`src/rtl/regfile_wb_arbiter_pkg.sv`:
```
// Shared LC-3b writeback types: register/word aliases and the queued writeback entry.
package regfile_wb_arbiter_pkg;

    typedef logic [15:0] lc3b_word;
    typedef logic [2:0]  lc3b_reg;

    typedef struct packed {
        lc3b_reg  dest;
        lc3b_word data;
    } lc3b_wb_entry;

    localparam int unsigned NUM_REGS = 8;
    localparam int unsigned NUM_FWD  = 3;

    function automatic logic [NUM_REGS-1:0] reg_onehot(input lc3b_reg r);
        return NUM_REGS'(1) << r;
    endfunction

endpackage

```
`src/rtl/regfile_wb_arbiter_if.sv`:
```
// Writeback bus: two producer handshakes, the regfile write port and decode's forwarding lookups.
interface regfile_wb_arbiter_if;
    import regfile_wb_arbiter_pkg::*;

    logic     mem_valid;
    lc3b_reg  mem_dest;
    lc3b_word mem_data;
    logic     mem_ready;

    logic     alu_valid;
    lc3b_reg  alu_dest;
    lc3b_word alu_data;
    logic     alu_ready;

    logic     rf_load;
    lc3b_reg  rf_dest;
    lc3b_word rf_in;

    lc3b_reg  fwd_src_a;
    lc3b_reg  fwd_src_b;
    lc3b_reg  fwd_sr;
    logic     fwd_hit_a;
    logic     fwd_hit_b;
    logic     fwd_hit_sr;
    lc3b_word fwd_data_a;
    lc3b_word fwd_data_b;
    lc3b_word fwd_data_sr;

    // The arbiter side drives the regfile write port, so it is the master.
    modport master (
        input  mem_valid, mem_dest, mem_data,
        input  alu_valid, alu_dest, alu_data,
        input  fwd_src_a, fwd_src_b, fwd_sr,
        output mem_ready, alu_ready,
        output rf_load, rf_dest, rf_in,
        output fwd_hit_a, fwd_hit_b, fwd_hit_sr,
        output fwd_data_a, fwd_data_b, fwd_data_sr
    );

    modport slave (
        output mem_valid, mem_dest, mem_data,
        output alu_valid, alu_dest, alu_data,
        output fwd_src_a, fwd_src_b, fwd_sr,
        input  mem_ready, alu_ready,
        input  rf_load, rf_dest, rf_in,
        input  fwd_hit_a, fwd_hit_b, fwd_hit_sr,
        input  fwd_data_a, fwd_data_b, fwd_data_sr
    );

endinterface

```
`src/rtl/regfile_wb_arbiter_wb_fifo.sv`:
```
// DEPTH-entry circular buffer of writeback entries with dual push, single pop and an
// oldest-first view of every stored entry for the forwarding comparators.
module wb_fifo
    import regfile_wb_arbiter_pkg::*;
#(
    parameter  int unsigned DEPTH = 2,
    localparam int unsigned CW    = $clog2(DEPTH + 1)
) (
    input  logic            clk,
    input  logic            reset,
    input  logic            push0,
    input  lc3b_wb_entry    push0_entry,
    input  logic            push1,
    input  lc3b_wb_entry    push1_entry,
    input  logic            pop,
    output lc3b_wb_entry    head,
    output logic [CW-1:0]   count,
    output lc3b_wb_entry    entries [DEPTH],
    output logic [DEPTH-1:0] entry_valid
);

    localparam int unsigned PW = (DEPTH > 1) ? $clog2(DEPTH) : 1;

    logic [PW-1:0] head_q;
    logic [PW-1:0] tail_q;
    logic [CW-1:0] count_q;
    lc3b_wb_entry  mem_q [DEPTH];

    function automatic logic [PW-1:0] wrap_inc(input logic [PW-1:0] p);
        return (p == PW'(DEPTH - 1)) ? '0 : p + PW'(1);
    endfunction

    // NOTE: sequential state uses non-blocking assignments so every flop samples pre-edge values.
    always_ff @(posedge clk) begin
        if (reset) begin
            head_q  <= '0;
            tail_q  <= '0;
            count_q <= '0;
        end else begin
            if (pop)
                head_q <= wrap_inc(head_q);
            if (push0 && push1)
                tail_q <= wrap_inc(wrap_inc(tail_q));
            else if (push0)
                tail_q <= wrap_inc(tail_q);
            count_q <= count_q + CW'(push0) + CW'(push1) - CW'(pop);
        end
    end

    // NOTE: storage has no reset; validity comes from head/count, so stale data is never visible.
    always_ff @(posedge clk) begin
        if (push0)
            mem_q[tail_q] <= push0_entry;
        if (push1)
            mem_q[wrap_inc(tail_q)] <= push1_entry;
    end

    assign head  = mem_q[head_q];
    assign count = count_q;

    for (genvar i = 0; i < DEPTH; i++) begin : g_view
        logic [PW:0] sum;
        assign sum            = {1'b0, head_q} + (PW+1)'(i);
        assign entries[i]     = mem_q[(sum >= (PW+1)'(DEPTH)) ? PW'(sum - (PW+1)'(DEPTH)) : PW'(sum)];
        assign entry_valid[i] = (CW'(i) < count_q);
    end

endmodule

```
`src/rtl/regfile_wb_arbiter.sv`:
```
// Writeback arbiter: merges mem and ALU results onto the single regfile write port in
// acceptance order, buffering collisions, and forwards not-yet-written values to decode.
module regfile_wb_arbiter
    import regfile_wb_arbiter_pkg::*;
#(
    parameter  int unsigned DEPTH = 2,
    localparam int unsigned CW    = $clog2(DEPTH + 1)
) (
    input  logic                  clk,
    input  logic                  reset,
    regfile_wb_arbiter_if.master  bus,
    output logic [CW-1:0]         count,
    output logic [NUM_REGS-1:0]   pending
);

    localparam int unsigned NC = DEPTH + 2;

    lc3b_wb_entry     mem_entry, alu_entry, rf_entry;
    lc3b_wb_entry     push0_entry, push1_entry, fifo_head;
    lc3b_wb_entry     fifo_entries [DEPTH];
    logic [DEPTH-1:0] fifo_valid;
    logic [CW-1:0]    fifo_count, slots;
    logic             mem_ready, alu_ready, mem_acc, alu_acc;
    logic             rf_load, push0, push1, pop;

    assign mem_entry = '{dest: bus.mem_dest, data: bus.mem_data};
    assign alu_entry = '{dest: bus.alu_dest, data: bus.alu_data};

    // Readiness looks only at free slots; alu reserves a second slot when mem is also offering.
    assign slots     = CW'(DEPTH) - fifo_count;
    assign mem_ready = ~reset & (slots != '0);
    assign alu_ready = ~reset & (bus.mem_valid ? (slots >= CW'(2)) : (slots != '0));
    assign mem_acc   = bus.mem_valid & mem_ready;
    assign alu_acc   = bus.alu_valid & alu_ready;

    // NOTE: every output of a combinational block gets a default first, so no latch is inferred.
    always_comb begin
        rf_load     = 1'b0;
        rf_entry    = fifo_head;
        pop         = 1'b0;
        push0       = 1'b0;
        push1       = 1'b0;
        push0_entry = alu_entry;
        push1_entry = alu_entry;
        if (reset) begin
            rf_load = 1'b0;
        end else if (fifo_count != '0) begin
            rf_load     = 1'b1;
            pop         = 1'b1;
            push0       = mem_acc | alu_acc;
            push0_entry = mem_acc ? mem_entry : alu_entry;
            push1       = mem_acc & alu_acc;
        end else begin
            rf_load  = mem_acc | alu_acc;
            rf_entry = mem_acc ? mem_entry : alu_entry;
            push0    = mem_acc & alu_acc;
        end
    end

    wb_fifo #(.DEPTH(DEPTH)) u_fifo (
        .clk         (clk),
        .reset       (reset),
        .push0       (push0),
        .push0_entry (push0_entry),
        .push1       (push1),
        .push1_entry (push1_entry),
        .pop         (pop),
        .head        (fifo_head),
        .count       (fifo_count),
        .entries     (fifo_entries),
        .entry_valid (fifo_valid)
    );

    // Lookup candidates, oldest first: queued entries, then this cycle's mem, then alu.
    lc3b_wb_entry  cand [NC];
    logic [NC-1:0] cand_valid;

    always_comb begin
        for (int i = 0; i < DEPTH; i++) begin
            cand[i]       = fifo_entries[i];
            cand_valid[i] = fifo_valid[i] & ~reset;
        end
        cand[DEPTH]         = mem_entry;
        cand_valid[DEPTH]   = mem_acc;
        cand[DEPTH+1]       = alu_entry;
        cand_valid[DEPTH+1] = alu_acc;
    end

    lc3b_reg            fwd_src  [NUM_FWD];
    lc3b_word           fwd_data [NUM_FWD];
    logic [NUM_FWD-1:0] fwd_hit;

    assign fwd_src[0] = bus.fwd_src_a;
    assign fwd_src[1] = bus.fwd_src_b;
    assign fwd_src[2] = bus.fwd_sr;

    // Scanning oldest to youngest lets the last match overwrite, so the youngest value wins.
    always_comb begin
        fwd_hit = '0;
        for (int s = 0; s < NUM_FWD; s++)
            fwd_data[s] = '0;
        for (int s = 0; s < NUM_FWD; s++) begin
            for (int c = 0; c < NC; c++) begin
                if (cand_valid[c] && (cand[c].dest == fwd_src[s])) begin
                    fwd_hit[s]  = 1'b1;
                    fwd_data[s] = cand[c].data;
                end
            end
        end
    end

    // Pending tracks entries held in the buffer; pass-through writes land at the next edge.
    always_comb begin
        pending = '0;
        for (int i = 0; i < DEPTH; i++)
            if (cand_valid[i])
                pending = pending | reg_onehot(cand[i].dest);
    end

    assign bus.mem_ready   = mem_ready;
    assign bus.alu_ready   = alu_ready;
    assign bus.rf_load     = rf_load;
    assign bus.rf_dest     = rf_entry.dest;
    assign bus.rf_in       = rf_entry.data;
    assign bus.fwd_hit_a   = fwd_hit[0];
    assign bus.fwd_hit_b   = fwd_hit[1];
    assign bus.fwd_hit_sr  = fwd_hit[2];
    assign bus.fwd_data_a  = fwd_data[0];
    assign bus.fwd_data_b  = fwd_data[1];
    assign bus.fwd_data_sr = fwd_data[2];
    assign count           = fifo_count;

endmodule

```
`src/flat_wrapper.sv`:
```
// flat-port wrapper written by rule: the top's interface ports become plain ports
module regfile_wb_arbiter_flat import regfile_wb_arbiter_pkg::*;
#(
    parameter  int unsigned DEPTH = 2,
    localparam int unsigned CW    = $clog2(DEPTH + 1)
)
  (clk, reset, count, pending, bus_mem_valid, bus_mem_dest, bus_mem_data, bus_alu_valid, bus_alu_dest, bus_alu_data, bus_fwd_src_a, bus_fwd_src_b, bus_fwd_sr, bus_mem_ready, bus_alu_ready, bus_rf_load, bus_rf_dest, bus_rf_in, bus_fwd_hit_a, bus_fwd_hit_b, bus_fwd_hit_sr, bus_fwd_data_a, bus_fwd_data_b, bus_fwd_data_sr);
  regfile_wb_arbiter_if bus_i ();
  input  logic clk;
  input  logic reset;
  output logic [CW-1:0] count;
  output logic [NUM_REGS-1:0] pending;
  input wire logic [$bits(bus_i.mem_valid)-1:0] bus_mem_valid;
  input wire logic [$bits(bus_i.mem_dest)-1:0] bus_mem_dest;
  input wire logic [$bits(bus_i.mem_data)-1:0] bus_mem_data;
  input wire logic [$bits(bus_i.alu_valid)-1:0] bus_alu_valid;
  input wire logic [$bits(bus_i.alu_dest)-1:0] bus_alu_dest;
  input wire logic [$bits(bus_i.alu_data)-1:0] bus_alu_data;
  input wire logic [$bits(bus_i.fwd_src_a)-1:0] bus_fwd_src_a;
  input wire logic [$bits(bus_i.fwd_src_b)-1:0] bus_fwd_src_b;
  input wire logic [$bits(bus_i.fwd_sr)-1:0] bus_fwd_sr;
  output wire logic [$bits(bus_i.mem_ready)-1:0] bus_mem_ready;
  output wire logic [$bits(bus_i.alu_ready)-1:0] bus_alu_ready;
  output wire logic [$bits(bus_i.rf_load)-1:0] bus_rf_load;
  output wire logic [$bits(bus_i.rf_dest)-1:0] bus_rf_dest;
  output wire logic [$bits(bus_i.rf_in)-1:0] bus_rf_in;
  output wire logic [$bits(bus_i.fwd_hit_a)-1:0] bus_fwd_hit_a;
  output wire logic [$bits(bus_i.fwd_hit_b)-1:0] bus_fwd_hit_b;
  output wire logic [$bits(bus_i.fwd_hit_sr)-1:0] bus_fwd_hit_sr;
  output wire logic [$bits(bus_i.fwd_data_a)-1:0] bus_fwd_data_a;
  output wire logic [$bits(bus_i.fwd_data_b)-1:0] bus_fwd_data_b;
  output wire logic [$bits(bus_i.fwd_data_sr)-1:0] bus_fwd_data_sr;
  assign bus_i.mem_valid = bus_mem_valid;
  assign bus_i.mem_dest = bus_mem_dest;
  assign bus_i.mem_data = bus_mem_data;
  assign bus_i.alu_valid = bus_alu_valid;
  assign bus_i.alu_dest = bus_alu_dest;
  assign bus_i.alu_data = bus_alu_data;
  assign bus_i.fwd_src_a = bus_fwd_src_a;
  assign bus_i.fwd_src_b = bus_fwd_src_b;
  assign bus_i.fwd_sr = bus_fwd_sr;
  assign bus_mem_ready = bus_i.mem_ready;
  assign bus_alu_ready = bus_i.alu_ready;
  assign bus_rf_load = bus_i.rf_load;
  assign bus_rf_dest = bus_i.rf_dest;
  assign bus_rf_in = bus_i.rf_in;
  assign bus_fwd_hit_a = bus_i.fwd_hit_a;
  assign bus_fwd_hit_b = bus_i.fwd_hit_b;
  assign bus_fwd_hit_sr = bus_i.fwd_hit_sr;
  assign bus_fwd_data_a = bus_i.fwd_data_a;
  assign bus_fwd_data_b = bus_i.fwd_data_b;
  assign bus_fwd_data_sr = bus_i.fwd_data_sr;
  regfile_wb_arbiter #(.DEPTH(DEPTH)) u_core (.clk(clk), .reset(reset), .bus(bus_i), .count(count), .pending(pending));
endmodule
```
`config.mk`:
```
export PLATFORM = sky130hd
export DESIGN_NAME = regfile_wb_arbiter_flat
export DESIGN_NICKNAME = d
export VERILOG_FILES = /design/src/rtl/regfile_wb_arbiter_pkg.sv /design/src/rtl/regfile_wb_arbiter_if.sv /design/src/rtl/regfile_wb_arbiter_wb_fifo.sv /design/src/rtl/regfile_wb_arbiter.sv /design/src/flat_wrapper.sv
export SDC_FILE = /design/constraint.sdc
export NUM_CORES = 1
export LEC_CHECK = 0
export ABC_AREA = 1
export ABC_CLOCK_PERIOD_IN_PS = 2580
export CAP_MARGIN = 10
export CORE_ASPECT_RATIO = 0.6
export CORE_MARGIN = 5
export CORE_UTILIZATION = 25
export DETAILED_ROUTE_END_ITERATION = 8
export PLACE_DENSITY = 0.54
export RECOVER_POWER = 25
export SLEW_MARGIN = 15
export SYNTH_ARGS = -nofsm -noshare
export SYNTH_HDL_FRONTEND = slang
export SYNTH_SLANG_ARGS = --single-unit
export TNS_END_PERCENT = 20
```
`constraint.sdc`:
```
create_clock -name clk -period 2.58 [get_ports clk]
set_clock_uncertainty 0.15 [all_clocks]
set_input_delay 0.387 -clock clk [delete_from_list [all_inputs] [get_ports clk]]
set_output_delay 0.387 -clock clk [all_outputs]
set_load 0.01 [all_outputs]
```
==> implementation parameters <==
Parameter                              Value

Setup path
  Peak fanout along the critical path ... 5
  Slowest cell delay on critical path ... about 0.37 ns
  CP endpoint kind ... output port
  Cell depth of the worst setup path ... 12
  Critical Path, Cell by Cell ... inv_4 > ha_4 > nand2_2 > nand2_2 > a21oi_4 > nand3b_1 > nor2_4 > buf_6 > clkbuf_16 > a21oi_1 > a21oi_1 > buf_2
  Arr. time, crit path ... 2.30 ns
  Launching element type of the critical path ... register
  Worst reg-to-reg setup slack ... -0.22 ns
  Slowest cell on crit path ... sky130_fd_sc_hd__dfxtp_4
  Worst Setup EP ... bus_fwd_data_sr[9]
  Cell class contributing the biggest share of worst-path delay ... buffers and inverters
  End of the worst register-to-register path ... u_core.u_fifo.count[1]$_SDFF_PP0_
  Crit Path Category ... reg2out
  Required time of the critical path ... just over 2 ns
  Origin of the critical flop-to-flop path ... u_core.u_fifo.count[1]$_SDFF_PP0_
  Worst setup path start ... u_core.u_fifo.count[1]$_SDFF_PP0_
  Number of cell instances on the worst register-to-register path ... 17
  Count of buffering cells on the critical path with inverters included ... 4

STA
  Final-report max-slew violation count ... 0
  Upper clock frequency limit ... about 350 MHz
  Final Cycle Share ... 1.10
  Setup repair after global routing missed its margin ... true
  Time the worst path needs with I/O delays and setup ... 2.83 ns
  Worst slew margin relative to its limit ... 0.644
  Final Hold Vio Count ... 0
  Worst Max-Slew Pin Slew ... between 0.5 and 0.6 ns
  Post-route worst setup slack ... -0.254 ns
  Total of endpoints with negative setup slack in the final report ... a little over 50

Pwr
  Ratio of total power to cell area ... a little over 700 nW/um^2
  Switching pwr ... 3.37 mW
  Internal power ... 3.64 mW
  Sequential cell fraction of total power ... 0.158
  Share of power burned in the clock network ... 0.090
  IR Drop Worst-Case VDD ... roughly 0.34 mV
  Net switching fraction of the power ... 0.481
  Part of the total power dissipated in combinational logic ... 0.753
  Cell leakage power ... approximately 5.0 nW

Drt
  Post-Route WL ... roughly 31000 microns
  Mean number of vias per cell ... slightly below 5
  Initial detailed-routing violation count ... 830
  First-pass DRT Iterations ... 5
  Remaining routing DRC violations ... 0
  Overall via count from detail_route ... ~8500
  Post-detailed-route count of antenna-violating nets ... 0
  Routed wirelength normalized by instance count ... roughly 18 microns

Synthesis
  Flip-flop and latch count after synthesis ... 43
  Largest family of logic cells by synthesized area ... simple AND/OR/NAND/NOR gates
  Synthesized cell area ... approximately 6000 sq um
  Mux share of post-synthesis cell area ... 0.00165
  Distinct cell type count after synthesis ... 36
  Compound-Gate Fraction of Synth Area ... 0.194
  Async SR Flop Fraction ... 0
  Sequential cell area fraction in the yosys report ... 0.205
  Mapped Cells ... 1067
  Share of synthesized cell area in full adder, half adder and majority cells ... 0.00949
  Post-synth top area share ... 0.230
  Largest cells by area after synthesis ... sky130_fd_sc_hd__nand2_1 (23%), sky130_fd_sc_hd__edfxtp_1 (19%), sky130_fd_sc_hd__nand3_1 (10%)
  Parity-gate share of the synthesized area counting xor and xnor cells ... 0.0159
  Net Count, Synth ... ~1100
  Cell accounting for the most synthesized area ... sky130_fd_sc_hd__nand2_1
  Synth Warn # ... 0
  Simple-gate portion of the synthesized area ... 0.445
  Post-synth EDFFs ... 38
  Synthesized area per cell ... around 5.7 sq um
  Primary FF master, synth ... sky130_fd_sc_hd__edfxtp_1

Placement
  Final HPWL DP ... ~25000 microns
  Setup Slack @ Placement ... -0.732 ns
  Number of cells after detailed placement ... between 1500 and 2000
  Count of buffers from port buffering ... approximately 130
  RePlAce Congestion ... between 0.9 and 1
  Cell area reported after detailed placement ... 9300 sq um

Finish
  Number of antenna repair diodes ... 0
  Leading cell type in the layout, fill and taps excluded ... sky130_fd_sc_hd__nand2_1
  Final instance area ... roughly 9900 sq um
  Layout area overhead ... 62.9%
  Fill cell count ... ~2500
  Final core utilization ... 0.411
  Fraction of final layout cells sized beyond drive strength 1 ... 0.332
  Most frequent cells in the layout ... sky130_fd_sc_hd__nand2_1 (360), sky130_fd_sc_hd__buf_4 (202), sky130_fd_sc_hd__nand3_1 (120)
  Final #Nets ... 1442
  Layout Cells excl Fill ... roughly 1700

Floorplanning
  Floorplan Core Area ... 24100 sq um
  Initial cell density of the core ... 0.252
  Ports ... 134
  Floorplan die height ... ~130 microns
  Die extent in x ... roughly 210 microns
  Total Die Area ... approximately 28000 sq um
  Rows ... between 40 and 50

GRT
  Via count of the first global-routing pass ... 7507
  Final global-route overflow total ... 0
  GR Util All Layers ... 0.216
  Met3 GRT Util ... 0.0375
  Number of antenna violations at the first check in global routing ... 0
  Pin count of the biggest net entering global routing ... 31
  GRT met2 Usage ... 0.303
  GR Util met1 ... 0.350
  Wire length of the first global-routing pass ... 45600 microns
  GR peak layer ... met1

Clocking
  Buffers from clock root to sink, at most ... 2
  # hold bufs at CTS ... 0
  # H-tree levels ... 2
  Clock Latency Late Sink ... about 0.28 ns
  Number of clock buffers inserted by TritonCTS ... 5
  CTS tree ... done
  # clock sinks ... between 40 and 50
  Clock root cell ... sky130_fd_sc_hd__clkbuf_16
  Clock-pin slew on the worst setup and hold paths ... approximately 0.060 ns

Run status
  Result of the run ... finished, violations left
  Failing checks ... setup timing

Worst hold path
  Hold/Removal Path Class ... reg2reg

Job
  Count of maximum capacitance violations ... 0
-- power by group through the flow --
stage | logic [mW] | registers, mW | clock network, mW
after global placement | 4.94 | 1.11 | 0
after CTS | 5.11 | 1.10 | 0.638
after floorplan | 2.34 | 1.10 | 0
after global routing | 5.69 | 1.12 | 0.667
after detailed placement | 4.97 | 1.11 | 0
final | 5.28 | 1.11 | 0.628
-- flip-flops by register name, summed over array words and instances, names as in the netlist, named ones only --
name                  flops
u_core.u_fifo.count       2
u_core.u_fifo.head_q      1
u_core.u_fifo.mem_q      38
u_core.u_fifo.tail_q      1
-- cells in the mapped netlist (12+ instances only) --
| cell | number |
|---|---|
| sky130_fd_sc_hd__a21oi_1 | 71 |
| sky130_fd_sc_hd__buf_2 | 20 |
| sky130_fd_sc_hd__clkbuf_1 | 19 |
| sky130_fd_sc_hd__edfxtp_1 | 38 |
| sky130_fd_sc_hd__inv_1 | 109 |
| sky130_fd_sc_hd__nand2_1 | 372 |
| sky130_fd_sc_hd__nand2_2 | 17 |
| sky130_fd_sc_hd__nand3_1 | 125 |
| sky130_fd_sc_hd__nor2_1 | 65 |
| sky130_fd_sc_hd__nor2_4 | 12 |
| sky130_fd_sc_hd__o21ai_0 | 106 |
| sky130_fd_sc_hd__o21ai_1 | 24 |
-- worst register-to-register path, stage by stage, from the launching register on --
cell                      delay, ns
sky130_fd_sc_hd__dfxtp_4       0.37
sky130_fd_sc_hd__inv_4         0.04
sky130_fd_sc_hd__ha_4          0.23
sky130_fd_sc_hd__nand2_2       0.06
sky130_fd_sc_hd__nand2_2       0.06
sky130_fd_sc_hd__a21oi_4       0.26
sky130_fd_sc_hd__nand2_2       0.10
sky130_fd_sc_hd__inv_2         0.08
sky130_fd_sc_hd__buf_6         0.12
sky130_fd_sc_hd__nand2_8       0.07
sky130_fd_sc_hd__inv_4         0.07
sky130_fd_sc_hd__nand2_4       0.05
sky130_fd_sc_hd__ha_4          0.27
sky130_fd_sc_hd__inv_2         0.04
sky130_fd_sc_hd__fa_2          0.39
sky130_fd_sc_hd__xor2_2        0.16
sky130_fd_sc_hd__o21ai_1       0.11
sky130_fd_sc_hd__a21oi_1       0.05
-- metrics by stage --
| stage | total power [mW] | setup TNS (ns) | hold WS (ns) |
|---|---|---|---|
| final | 7.01 | -8.84 | 0.414 |
| after global routing | 7.47 | -14.07 | 0.460 |
| after CTS | 6.85 | -6.51 | 0.420 |
| after detailed placement | 6.08 | -63.18 | 0.400 |
| after global placement | 6.05 | -60.05 | 0.387 |
| after floorplan | 3.44 | 0 | 0.299 |
-- kinds of logic (layout without fill, tap and decap cells) --
| family | after synthesis | after routing |
|---|---|---|
| simple gates | 613 | 613 |
| compound gates | 220 | 220 |
| buf+inv | 175 | 496 |
| flops | 43 | 43 |
| xor+xnor | 11 | 11 |
| fa+ha+maj | 4 | 4 |
| mux | 1 | 1 |
-- metal layers --
layer	wire, microns	vias to the layer above
li1	-	4107
met5	0	-
met3	3420	24
met2	12400	425
met1	15200	3910
met4	233	0
-- repair_timing --
action                     in CTS  in global routing
setup endpoints to repair      81                 96
buffers inserted               21                  8
hold endpoints to repair        0                  0
resized for setup             306                103
cloned                          2                  1
pin swaps                      51                 27
-- layout make-up --
| class | count | area [sq um] | area share |
|---|---|---|---|
| multi-input combinational | 849 | 4440 | 0.449 |
| timing repair buffer | 368 | 3180 | 0.322 |
| sequential | 43 | 1250 | 0.126 |
| inverter | 120 | 465 | 0.0471 |
| tap | 322 | 403 | 0.0408 |
| clock buffer | 6 | 129 | 0.0130 |
| clock inverter | 2 | 12.5 | 0.00127 |
-- how the worst min path moves through the flow --
stage,cells past startpoint,from,to
CTS,4,u_core.u_fifo.tail_q$_SDFFE_PP0P_,u_core.u_fifo.tail_q$_SDFFE_PP0P_
detailed placement,2,u_core.u_fifo.count[1]$_SDFF_PP0_,u_core.u_fifo.count[1]$_SDFF_PP0_
global route,2,u_core.u_fifo.count[1]$_SDFF_PP0_,u_core.u_fifo.count[1]$_SDFF_PP0_
floorplan,1,reset,u_core.u_fifo.count[0]$_SDFF_PP0_
global placement,2,u_core.u_fifo.count[1]$_SDFF_PP0_,u_core.u_fifo.count[1]$_SDFF_PP0_
finish,4,u_core.u_fifo.tail_q$_SDFFE_PP0P_,u_core.u_fifo.tail_q$_SDFFE_PP0P_
Power figures use the tool's default switching activity.
